**src/rtl/muldiv_pkg.sv**
```systemverilog
// Shared definitions for the iterative multiply/divide unit: op codes, FSM states
// and the iteration-counter width helper.
package muldiv_pkg;

  localparam logic [1:0] OP_MULTU = 2'b00;
  localparam logic [1:0] OP_MULT  = 2'b01;
  localparam logic [1:0] OP_DIVU  = 2'b10;
  localparam logic [1:0] OP_DIV   = 2'b11;

  typedef enum logic [1:0] {
    IDLE = 2'd0,
    PREP = 2'd1,
    ITER = 2'd2,
    FIX  = 2'd3
  } state_t;

  function automatic int clog2(input int value);
    int r;
    int v;
    r = 0;
    v = value - 1;
    while (v > 0) begin
      r++;
      v = v >> 1;
    end
    return r;
  endfunction

endpackage

```
**src/rtl/muldiv_if.sv**
```systemverilog
// Launch/result bundle between the execute stage and muldiv_unit.
interface muldiv_if #(parameter int WIDTH = 32);
  logic             start;
  logic [1:0]       op;
  logic [WIDTH-1:0] a;
  logic [WIDTH-1:0] b;
  logic             busy;
  logic             done;
  logic [WIDTH-1:0] hi;
  logic [WIDTH-1:0] lo;

  modport master (output start, op, a, b, input busy, done, hi, lo);
  modport slave  (input start, op, a, b, output busy, done, hi, lo);
endinterface

```
**src/rtl/muldiv_addsub.sv**
```systemverilog
// N-bit adder/subtractor: sum = sub ? x - y : x + y (modulo 2^N).
module muldiv_addsub #(parameter int N = 33) (
  input  logic [N-1:0] x,
  input  logic [N-1:0] y,
  input  logic         sub,
  output logic [N-1:0] sum
);

  assign sum = x + (y ^ {N{sub}}) + {{(N-1){1'b0}}, sub};

endmodule

```
**src/rtl/muldiv_unit.sv**
```systemverilog
// Iterative shift-add multiplier / restoring divider with HI/LO results.
// Divide path present only when MULDIV_DIV_EN is defined; otherwise ops 10/11 return zero.
module muldiv_unit
  import muldiv_pkg::*;
#(parameter int WIDTH = 32)
(
  input logic     clk,
  input logic     rst_n,
  muldiv_if.slave bus
);

  // state | meaning
  // IDLE  | waiting for start; done pulses here for one cycle after FIX
  // PREP  | take operand magnitudes, record signs, load accumulator/counter
  // ITER  | one multiply or divide step per cycle, WIDTH steps
  // FIX   | sign correction, write hi/lo, raise done
  localparam int CW = clog2(WIDTH);

  state_t             state_q, state_d;
  logic [CW-1:0]      cnt_q;
  logic [1:0]         op_q;
  logic [WIDTH-1:0]   a_q, b_q, mag_b_q, hi_q, lo_q;
  logic [2*WIDTH-1:0] acc_q, acc_iter;
  logic               neg_q, done_q;
`ifdef MULDIV_DIV_EN
  logic               neg_rem_q;
`endif

  logic               is_div, sign_a, sign_b;
  logic [WIDTH:0]     step_x, step_y, step_sum;
  logic               step_sub;
  logic [WIDTH-1:0]   neg_a_in, neg_b_in, neg_a_out, neg_b_out;
  logic [2*WIDTH-1:0] neg_p;
  logic [WIDTH-1:0]   fix_hi, fix_lo;

  assign is_div = op_q[1];
  assign sign_a = op_q[0] & a_q[WIDTH-1];
  assign sign_b = op_q[0] & b_q[WIDTH-1];

  // The two W-bit negators serve the operands in PREP and remainder/quotient in FIX.
`ifdef MULDIV_DIV_EN
  assign neg_a_in = (state_q == FIX) ? acc_q[2*WIDTH-1:WIDTH] : a_q;
  assign neg_b_in = (state_q == FIX) ? acc_q[WIDTH-1:0] : b_q;
`else
  assign neg_a_in = a_q;
  assign neg_b_in = b_q;
`endif

  muldiv_addsub #(.N(WIDTH+1)) u_step (
    .x(step_x), .y(step_y), .sub(step_sub), .sum(step_sum)
  );
  muldiv_addsub #(.N(WIDTH)) u_neg_a (
    .x('0), .y(neg_a_in), .sub(1'b1), .sum(neg_a_out)
  );
  muldiv_addsub #(.N(WIDTH)) u_neg_b (
    .x('0), .y(neg_b_in), .sub(1'b1), .sum(neg_b_out)
  );
  muldiv_addsub #(.N(2*WIDTH)) u_neg_p (
    .x('0), .y(acc_q), .sub(1'b1), .sum(neg_p)
  );

  always_comb begin
    step_x   = {1'b0, acc_q[2*WIDTH-1:WIDTH]};
    step_y   = acc_q[0] ? {1'b0, mag_b_q} : '0;
    step_sub = 1'b0;
`ifdef MULDIV_DIV_EN
    if (is_div) begin
      step_x   = acc_q[2*WIDTH-1:WIDTH-1];
      step_y   = {1'b0, mag_b_q};
      step_sub = 1'b1;
    end
`endif
  end

  always_comb begin
    acc_iter = {step_sum, acc_q[WIDTH-1:1]};
`ifdef MULDIV_DIV_EN
    if (is_div)
      acc_iter = step_sum[WIDTH] ? {acc_q[2*WIDTH-2:0], 1'b0}
                                 : {step_sum[WIDTH-1:0], acc_q[WIDTH-2:0], 1'b1};
`else
    if (is_div)
      acc_iter = acc_q;
`endif
  end

  always_comb begin
    fix_hi = neg_q ? neg_p[2*WIDTH-1:WIDTH] : acc_q[2*WIDTH-1:WIDTH];
    fix_lo = neg_q ? neg_p[WIDTH-1:0] : acc_q[WIDTH-1:0];
    if (is_div) begin
`ifdef MULDIV_DIV_EN
      if (b_q == '0) begin
        fix_hi = a_q;
        fix_lo = '1;
      end else begin
        fix_hi = neg_rem_q ? neg_a_out : acc_q[2*WIDTH-1:WIDTH];
        fix_lo = neg_q ? neg_b_out : acc_q[WIDTH-1:0];
      end
`else
      fix_hi = '0;
      fix_lo = '0;
`endif
    end
  end

  always_ff @(posedge clk) begin
    if (!rst_n) state_q <= IDLE;
    else        state_q <= state_d;
  end

  always_comb begin
    state_d = state_q;
    case (state_q)
      IDLE:    if (bus.start) state_d = PREP;
      PREP:    state_d = ITER;
      ITER:    if (cnt_q == '0) state_d = FIX;
      FIX:     state_d = IDLE;
      default: state_d = IDLE;
    endcase
  end

  always_ff @(posedge clk) begin
    if (!rst_n) begin
      cnt_q     <= '0;
      op_q      <= '0;
      a_q       <= '0;
      b_q       <= '0;
      mag_b_q   <= '0;
      acc_q     <= '0;
      neg_q     <= 1'b0;
      hi_q      <= '0;
      lo_q      <= '0;
      done_q    <= 1'b0;
`ifdef MULDIV_DIV_EN
      neg_rem_q <= 1'b0;
`endif
    end else begin
      done_q <= 1'b0;
      case (state_q)
        IDLE: begin
          if (bus.start) begin
            op_q <= bus.op;
            a_q  <= bus.a;
            b_q  <= bus.b;
          end
        end
        PREP: begin
          acc_q     <= {{WIDTH{1'b0}}, (sign_a ? neg_a_out : a_q)};
          mag_b_q   <= sign_b ? neg_b_out : b_q;
          cnt_q     <= CW'(WIDTH - 1);
          neg_q     <= sign_a ^ sign_b;
`ifdef MULDIV_DIV_EN
          neg_rem_q <= sign_a;
`endif
        end
        ITER: begin
          acc_q <= acc_iter;
          if (cnt_q != '0) cnt_q <= cnt_q - 1'b1;
        end
        FIX: begin
          hi_q   <= fix_hi;
          lo_q   <= fix_lo;
          done_q <= 1'b1;
        end
        default: ;
      endcase
    end
  end

  assign bus.busy = (state_q != IDLE);
  assign bus.done = done_q;
  assign bus.hi   = hi_q;
  assign bus.lo   = lo_q;

endmodule

```
**src/flat_wrapper.sv**
```systemverilog
// flat-port wrapper written by rule: the top's interface ports become plain ports
module muldiv_unit_flat import muldiv_pkg::*;
#(parameter int WIDTH = 32)
  (clk, rst_n, bus_start, bus_op, bus_a, bus_b, bus_busy, bus_done, bus_hi, bus_lo);
  muldiv_if #(.WIDTH(WIDTH)) bus_i ();
  input logic clk;
  input logic rst_n;
  input wire logic [$bits(bus_i.start)-1:0] bus_start;
  input wire logic [$bits(bus_i.op)-1:0] bus_op;
  input wire logic [$bits(bus_i.a)-1:0] bus_a;
  input wire logic [$bits(bus_i.b)-1:0] bus_b;
  output wire logic [$bits(bus_i.busy)-1:0] bus_busy;
  output wire logic [$bits(bus_i.done)-1:0] bus_done;
  output wire logic [$bits(bus_i.hi)-1:0] bus_hi;
  output wire logic [$bits(bus_i.lo)-1:0] bus_lo;
  assign bus_i.start = bus_start;
  assign bus_i.op = bus_op;
  assign bus_i.a = bus_a;
  assign bus_i.b = bus_b;
  assign bus_busy = bus_i.busy;
  assign bus_done = bus_i.done;
  assign bus_hi = bus_i.hi;
  assign bus_lo = bus_i.lo;
  muldiv_unit #(.WIDTH(WIDTH)) u_core (.clk(clk), .rst_n(rst_n), .bus(bus_i));
endmodule
```
**config.mk**
```make
export PLATFORM = sky130hd
export DESIGN_NAME = muldiv_unit_flat
export DESIGN_NICKNAME = d
export VERILOG_FILES = /design/src/rtl/muldiv_pkg.sv /design/src/rtl/muldiv_if.sv /design/src/rtl/muldiv_addsub.sv /design/src/rtl/muldiv_unit.sv /design/src/flat_wrapper.sv
export SDC_FILE = /design/constraint.sdc
export NUM_CORES = 1
export LEC_CHECK = 0
export BUFFER_PORTS_ARGS = -buffer_cell sky130_fd_sc_hd__buf_2
export CAP_MARGIN = 5
export CELL_PAD_IN_SITES_DETAIL_PLACEMENT = 1
export CELL_PAD_IN_SITES_GLOBAL_PLACEMENT = 2
export CORE_MARGIN = 1
export CORE_UTILIZATION = 40
export CTS_CLUSTER_DIAMETER = 60
export CTS_CLUSTER_SIZE = 25
export DETAILED_ROUTE_END_ITERATION = 8
export MAX_ROUTING_LAYER = met4
export PLACE_DENSITY_LB_ADDON = 0.25
export SLEW_MARGIN = 15
export SYNTH_ARGS = -nofsm -noshare
export SYNTH_HDL_FRONTEND = slang
export SYNTH_HIERARCHICAL = 1
export SYNTH_SLANG_ARGS = --single-unit
```
**constraint.sdc**
```tcl
create_clock -name clk -period 4.9 [get_ports clk]
set_input_delay 0.735 -clock clk [delete_from_list [all_inputs] [get_ports clk]]
set_output_delay 0.735 -clock clk [all_outputs]
set_load 0.05 [all_outputs]
```
# Yosys cells after proc, flatten, opt, wreduce, memory -nomap -nowiden

Cells that the tools add are included.

Register bits: 235
Latch bits: 0
Memory bits (writable): 0
Memory bits (read-only): 0
Output and inout bits: 66
Word-level logic and storage cells: 53
Memories: 0

Add/sub/neg operators: 5
Multipliers: 0
Div/mod/pow operators: 0
$lt $le $gt $ge: 0
Eq/ne operators: 7
Shifts and indexed selects: 0
Muxes and demuxes: 15
Bitwise logic cells: 6
Reductions and logical operators: 9

Operators by type and width:

| operator                                                              | count |
|---|---|
| 32-bit two-way mux                                                    | 7 |
| 64-bit case mux with 2 select lines                                   | 1 |
| 32-bit by 1-bit adder with 32-bit output, second input constant       | 2 |
| 64-bit by 1-bit adder with 64-bit output, second input constant       | 1 |
| 64-bit two-way mux                                                    | 1 |
| 32-bit inverter                                                       | 2 |
| 64-bit inverter                                                       | 1 |
| 32-bit by 33-bit adder with 33-bit output                             | 1 |
| 5-bit case mux with 2 select lines                                    | 1 |
| 2-bit case mux with 4 select lines                                    | 1 |
| 2-bit AND reduction                                                   | 4 |
| 5-bit logical NOT                                                     | 1 |
| 5-bit two-way mux                                                     | 1 |
| 5-bit nonzero test                                                    | 1 |
| 5-bit by 1-bit subtractor with 5-bit output, second input constant    | 1 |
| 2-bit equality test, second input constant                            | 2 |
| 2-bit two-way mux                                                     | 2 |
| 2-bit by 1-bit != test with 1-bit output, second input constant       | 2 |
| 2-bit != test, second input constant                                  | 2 |
| 2-bit nonzero test                                                    | 2 |
| 1-bit bitwise AND                                                     | 2 |
| 2-bit by 1-bit equality test with 1-bit output, second input constant | 1 |
| 2-bit logical NOT                                                     | 1 |
| 1-bit two-way mux                                                     | 1 |
| 1-bit XOR                                                             | 1 |

# Logic depth before layout (Yosys ltp)

Depth after elaboration: 4
Mapped depth: 17
Mapped depth without buffers: 15

# By module

Netlist, hierarchy kept.

Modules (own cells, without submodules):

| module                             | instances | cells each | area each (µm²) | sequential area each (µm²) |
|---|---|---|---|---|
| muldiv_unit                        | 1         | 1245       | 10417.5         | 4704.5 |
| muldiv_addsub (u_core.u_neg_p)     | 1         | 622        | 4385.5          | 0.0 |
| muldiv_addsub (u_core.u_neg_a ...) | 2         | 292        | 2145.8          | 0.0 |
| muldiv_addsub (u_core.u_step)      | 1         | 315        | 2353.5          | 0.0 |

# Least setup slack after synthesis

No wires, ideal clock.

Path type: reg2reg
From: register u_core.acc_q[1]
To: register u_core.hi_q[28], in the netlist u_core/bus.hi[28]
Arrival time: 3008 ps
Slack: 1777 ps
Cell stages (with the launch flop): 16
Path buffers: 0
Clock period less this slack: 3123 ps
Cell sequence: dfxtp_1 > xor2_1 > inv_1 > fa_1 > nand2b_1 > a21o_1 > a311oi_2 > o2bb2ai_2 > or2_1 > a41o_1 > a31oi_4 > o31ai_2 > xor2_1 > mux2i_1 > o22ai_1 > and2_1

Word-level cells in the longest chain between the ends: 4

RTL lines:

| element                                  | line               | RTL |
|---|---|---|
| from (decl)                              | muldiv_unit.sv:23  | `logic [2*WIDTH-1:0] acc_q, acc_iter;` |
| from (signal assigned)                   | muldiv_unit.sv:148 | `acc_q <= {{WIDTH{1'b0}}, (sign_a ? neg_a_out : a_q)};` |
| from (signal assigned)                   | muldiv_unit.sv:157 | `acc_q <= acc_iter;` |
| 64-bit inverter (no line)                | -                  |  |
| 64-bit by 1-bit adder with 64-bit output | muldiv_addsub.sv:9 | `assign sum = x + (y ^ {N{sub}}) + {{(N-1){1'b0}}, sub};` |
| named net u_core.neg_p[60]               | muldiv_unit.sv:33  | `logic [2*WIDTH-1:0] neg_p;` |
| 32-bit two-way mux                       | muldiv_unit.sv:88  | `fix_hi = neg_q ? neg_p[2*WIDTH-1:WIDTH] : acc_q[2*WIDTH-1:WIDTH];` |
| 32-bit two-way mux                       | muldiv_unit.sv:90  | `if (is_div) begin` |
| to (signal assigned)                     | muldiv_unit.sv:161 | `hi_q <= fix_hi;` |
| to (decl)                                | muldiv_unit.sv:22  | `logic [WIDTH-1:0] a_q, b_q, mag_b_q, hi_q, lo_q;` |

The timed path passes the listed nets, and every way through them passes these cells.
A chain may end at the register's enable or synchronous reset.

# Final worst setup path

Ends and elaborated chain as after synthesis.

==> key figures <==
Timing
  – RSZ-0062 raised after global routing: no
  – Slew Limit Fails: 0
  – Fin Clk Skew: 0.0190 ns
  – F_max: 0.274 GHz
  – Final worst-path cycle share: 0.744
  – Final min period: 3.64 ns
  – Relative max-transition margin: 0.274
  – Setup violations, final: 0
  – Endpoints failing hold: 0
  – Worst-Margin Slew: 1.09 ns
  – Fin Setup TNS: 0 ns

Clock network
  – PostCTS Resize Cnt: 0
  – Cts bufs inserted: 30
  – Post-CTS setup buffers: 0
  – Clock slew at reported path FFs: 0.06 ns
  – Max clock buf depth: 3
  – Clock latency on the worst-skew pair: 0.60 ns
  – CTS Hold Buffers Added: 0
  – Clk sinks: 235
  – Root Buffer: clkbuf_16
  – # H-tree levels: 1
  – CTS tree: done

Yosys
  – Cell count after synthesis: 2,766
  – Synth top area share: 0.219
  – Top cells by area, synth: dfxtp_1 (22%), ha_1 (10%), xor2_1 (8.7%)
  – Sequential element share of the synthesized area: 0.219
  – Netlist cell types: 94
  – Post-synth EDFFs: 0
  – Yosys top cell by area: dfxtp_1
  – Average size of a mapped cell: 7.75 µm²
  – Yosys Warn Count: 6
  – Ys async rst share: 0
  – Post-synth top flop: dfxtp_1
  – Yosys reg bits: 235
  – Syn Std Cell Area: 0.0214 mm²

Floorplanning
  – Die Width: 234 µm
  – Core box area: 0.0528 mm²
  – # IOs: 135
  – Die area: 0.0546 mm²
  – Die height: 234 µm
  – Starting Density: 0.407
  – # rows: 84

Layout
  – Cell area after layout: 0.0240 mm²
  – Layout fillers: 6,557
  – Nets@finish: 3,166
  – Layout cells sized above 1: 0.0933
  – Multi-input gate area: 0.0161 mm²
  – ANT cells: 0
  – Commonest non-fill, non-tap cell in the layout: nand2_1
  – FF/Latch Area: 0.00471 mm²
  – Area Growth Syn to Fin: 11.8%
  – Most frequent cells in the layout: nand2_1 (324), a21oi_1 (315), dfxtp_1 (234), xor2_1 (214), ha_1 (169)

Placement
  – # port buffers: 134
  – Hpwl dp: 51,400 µm
  – Area after DPL: 0.0229 mm²
  – Gpl congestion: 0.932

Worst setup path
  – Critical path type: reg2reg
  – Worst Path Required: 5.38 ns
  – Worst EP arrival: 4.13 ns
  – Worst-path fanout max: 5
  – Crit. End Element: register
  – Setup crit start kind: register

Route
  – WL/cell: 18.6 µm
  – DRC viols: 10
  – DR iter-0 viols: 1,038
  – Final wirelength: 67,500 µm
  – DR pass1 iterations: 6
  – DR vias: 20,182
  – Antenna-violating nets left: 0
  – Routed vias/inst: 5.55

Pwr
  – Worst VDD drop: 0.287 mV
  – PD cells: 445 mW/mm²
  – Leak: 10.6 nW

Status
  – Violated checks: DRC
  – Status: finished, violations left

Global routing
  – Number of global-route vias before repair: 20,396
  – GR Overflow Total: 0
  – Initial antenna violation count: 0
  – Global-route usage over all layers: 0.251
  – Largest net degree at the start of global routing: 126
  – First-pass GRT wire length: 108,000 µm

Run
  – Max Cap Viol: 0

Worst hold path
  – Worst min path class: in2reg
==> sequential cells by signal, indices dropped and copies added, names as in the netlist, 2 cells and up <==
name            count
u_core/cnt_q        5
u_core/a_q         32
u_core/mag_b_q     32
u_core/bus.lo      32
u_core/b_q         32
u_core/state_q      2
u_core/op_q         2
u_core/acc_q       64
u_core/bus.hi      32
==> synthesized netlist by cell type (all sizes together), types with 37 or more instances <==
cell / count
and2: 109
a21oi: 319
xnor2: 96
nor2: 88
a211oi: 40
inv: 119
nand3: 37
o21ai: 149
xor2: 214
a21o: 90
nand2: 325
ha: 171
mux2i: 102
and3: 43
o22ai: 97
buf: 67
dfxtp: 235
clkbuf: 109
==> critical path, stage by stage, from the launching register on <==
cell and delay [ns]:
dfxtp_1 0.34, xor2_1 0.20, inv_1 0.09, fa_1 0.43, nand2b_1 0.18, a21o_1 0.19, a311oi_2 0.34, o2bb2ai_2 0.19
or2_1 0.21, a41o_1 0.36, a31oi_4 0.17, o31ai_2 0.27, xor2_1 0.10, mux2i_1 0.18, o22ai_1 0.08, and2_1 0.19
==> power by group <==
group          switching (mW)  leakage (nW)  internal (mW)
registers               0.431          1.91           2.28
logic                    3.46          8.14           2.15
clock network            1.04         0.510           1.29
==> cells by family after synthesis <==
kind of cell,Yosys count,synth area share
buf+inv,297,0.0584
fa+ha+maj,175,0.103
mux,103,0.0487
flops,235,0.219
simple gates,738,0.167
other cells,2,0.000350
xor+xnor,310,0.127
compound gates,906,0.276
==> final timing paths <==
path | start | end | slack (ns) | cells past startpoint
worst min-delay path | bus_a[19] | u_core/a_q[19]$_SDFFE_PN0P_ | 0.38 | 3
worst max register to register | u_core/acc_q[1]$_SDFFE_PN0P_ | u_core/bus.hi[28]$_SDFFE_PN0P_ | 1.26 | 15
worst min register to register | u_core/mag_b_q[31]$_SDFFE_PN0P_ | u_core/mag_b_q[31]$_SDFFE_PN0P_ | 0.47 | 2
worst max-delay path | u_core/acc_q[1]$_SDFFE_PN0P_ | u_core/bus.hi[28]$_SDFFE_PN0P_ | 1.26 | 15
==> routing by layer <==
metal / global-route usage / wire, µm / share of wire / vias to the layer above
met5: - / 0 / 0 / -
met4: 0.0495 / 1280 / 0.019 / 0
met3: 0.0261 / 2130 / 0.032 / 82
met2: 0.392 / 29900 / 0.44 / 283
met1: 0.350 / 34200 / 0.51 / 9755
li1: - / - / - / 10062
==> layout make-up <==
cell class	instances	area share
multi-input cells	2384	0.671
flip-flops and latches	235	0.196
well taps	688	0.0359
repair buffers	150	0.0339
clock buffers	33	0.0335
inverters	121	0.0190
clock inverters	23	0.0106
==> stage by stage <==
step           hold slack (ns)  setup slack [ns]  utilization  std cells  total power [mW]
3_5_place_dp             0.461              1.27        0.434       3577              8.09
4_1_cts                  0.344              1.22        0.454       3633              10.5
2_1_floorplan            0.441              1.78            -       2916              6.89
5_1_grt                  0.368              1.02        0.454       3634              11.4
6_report                 0.378              1.26        0.454       3634              10.7
3_3_place_gp             0.452              1.35        0.434       3577              7.93
Power figures use the tool's default switching activity.
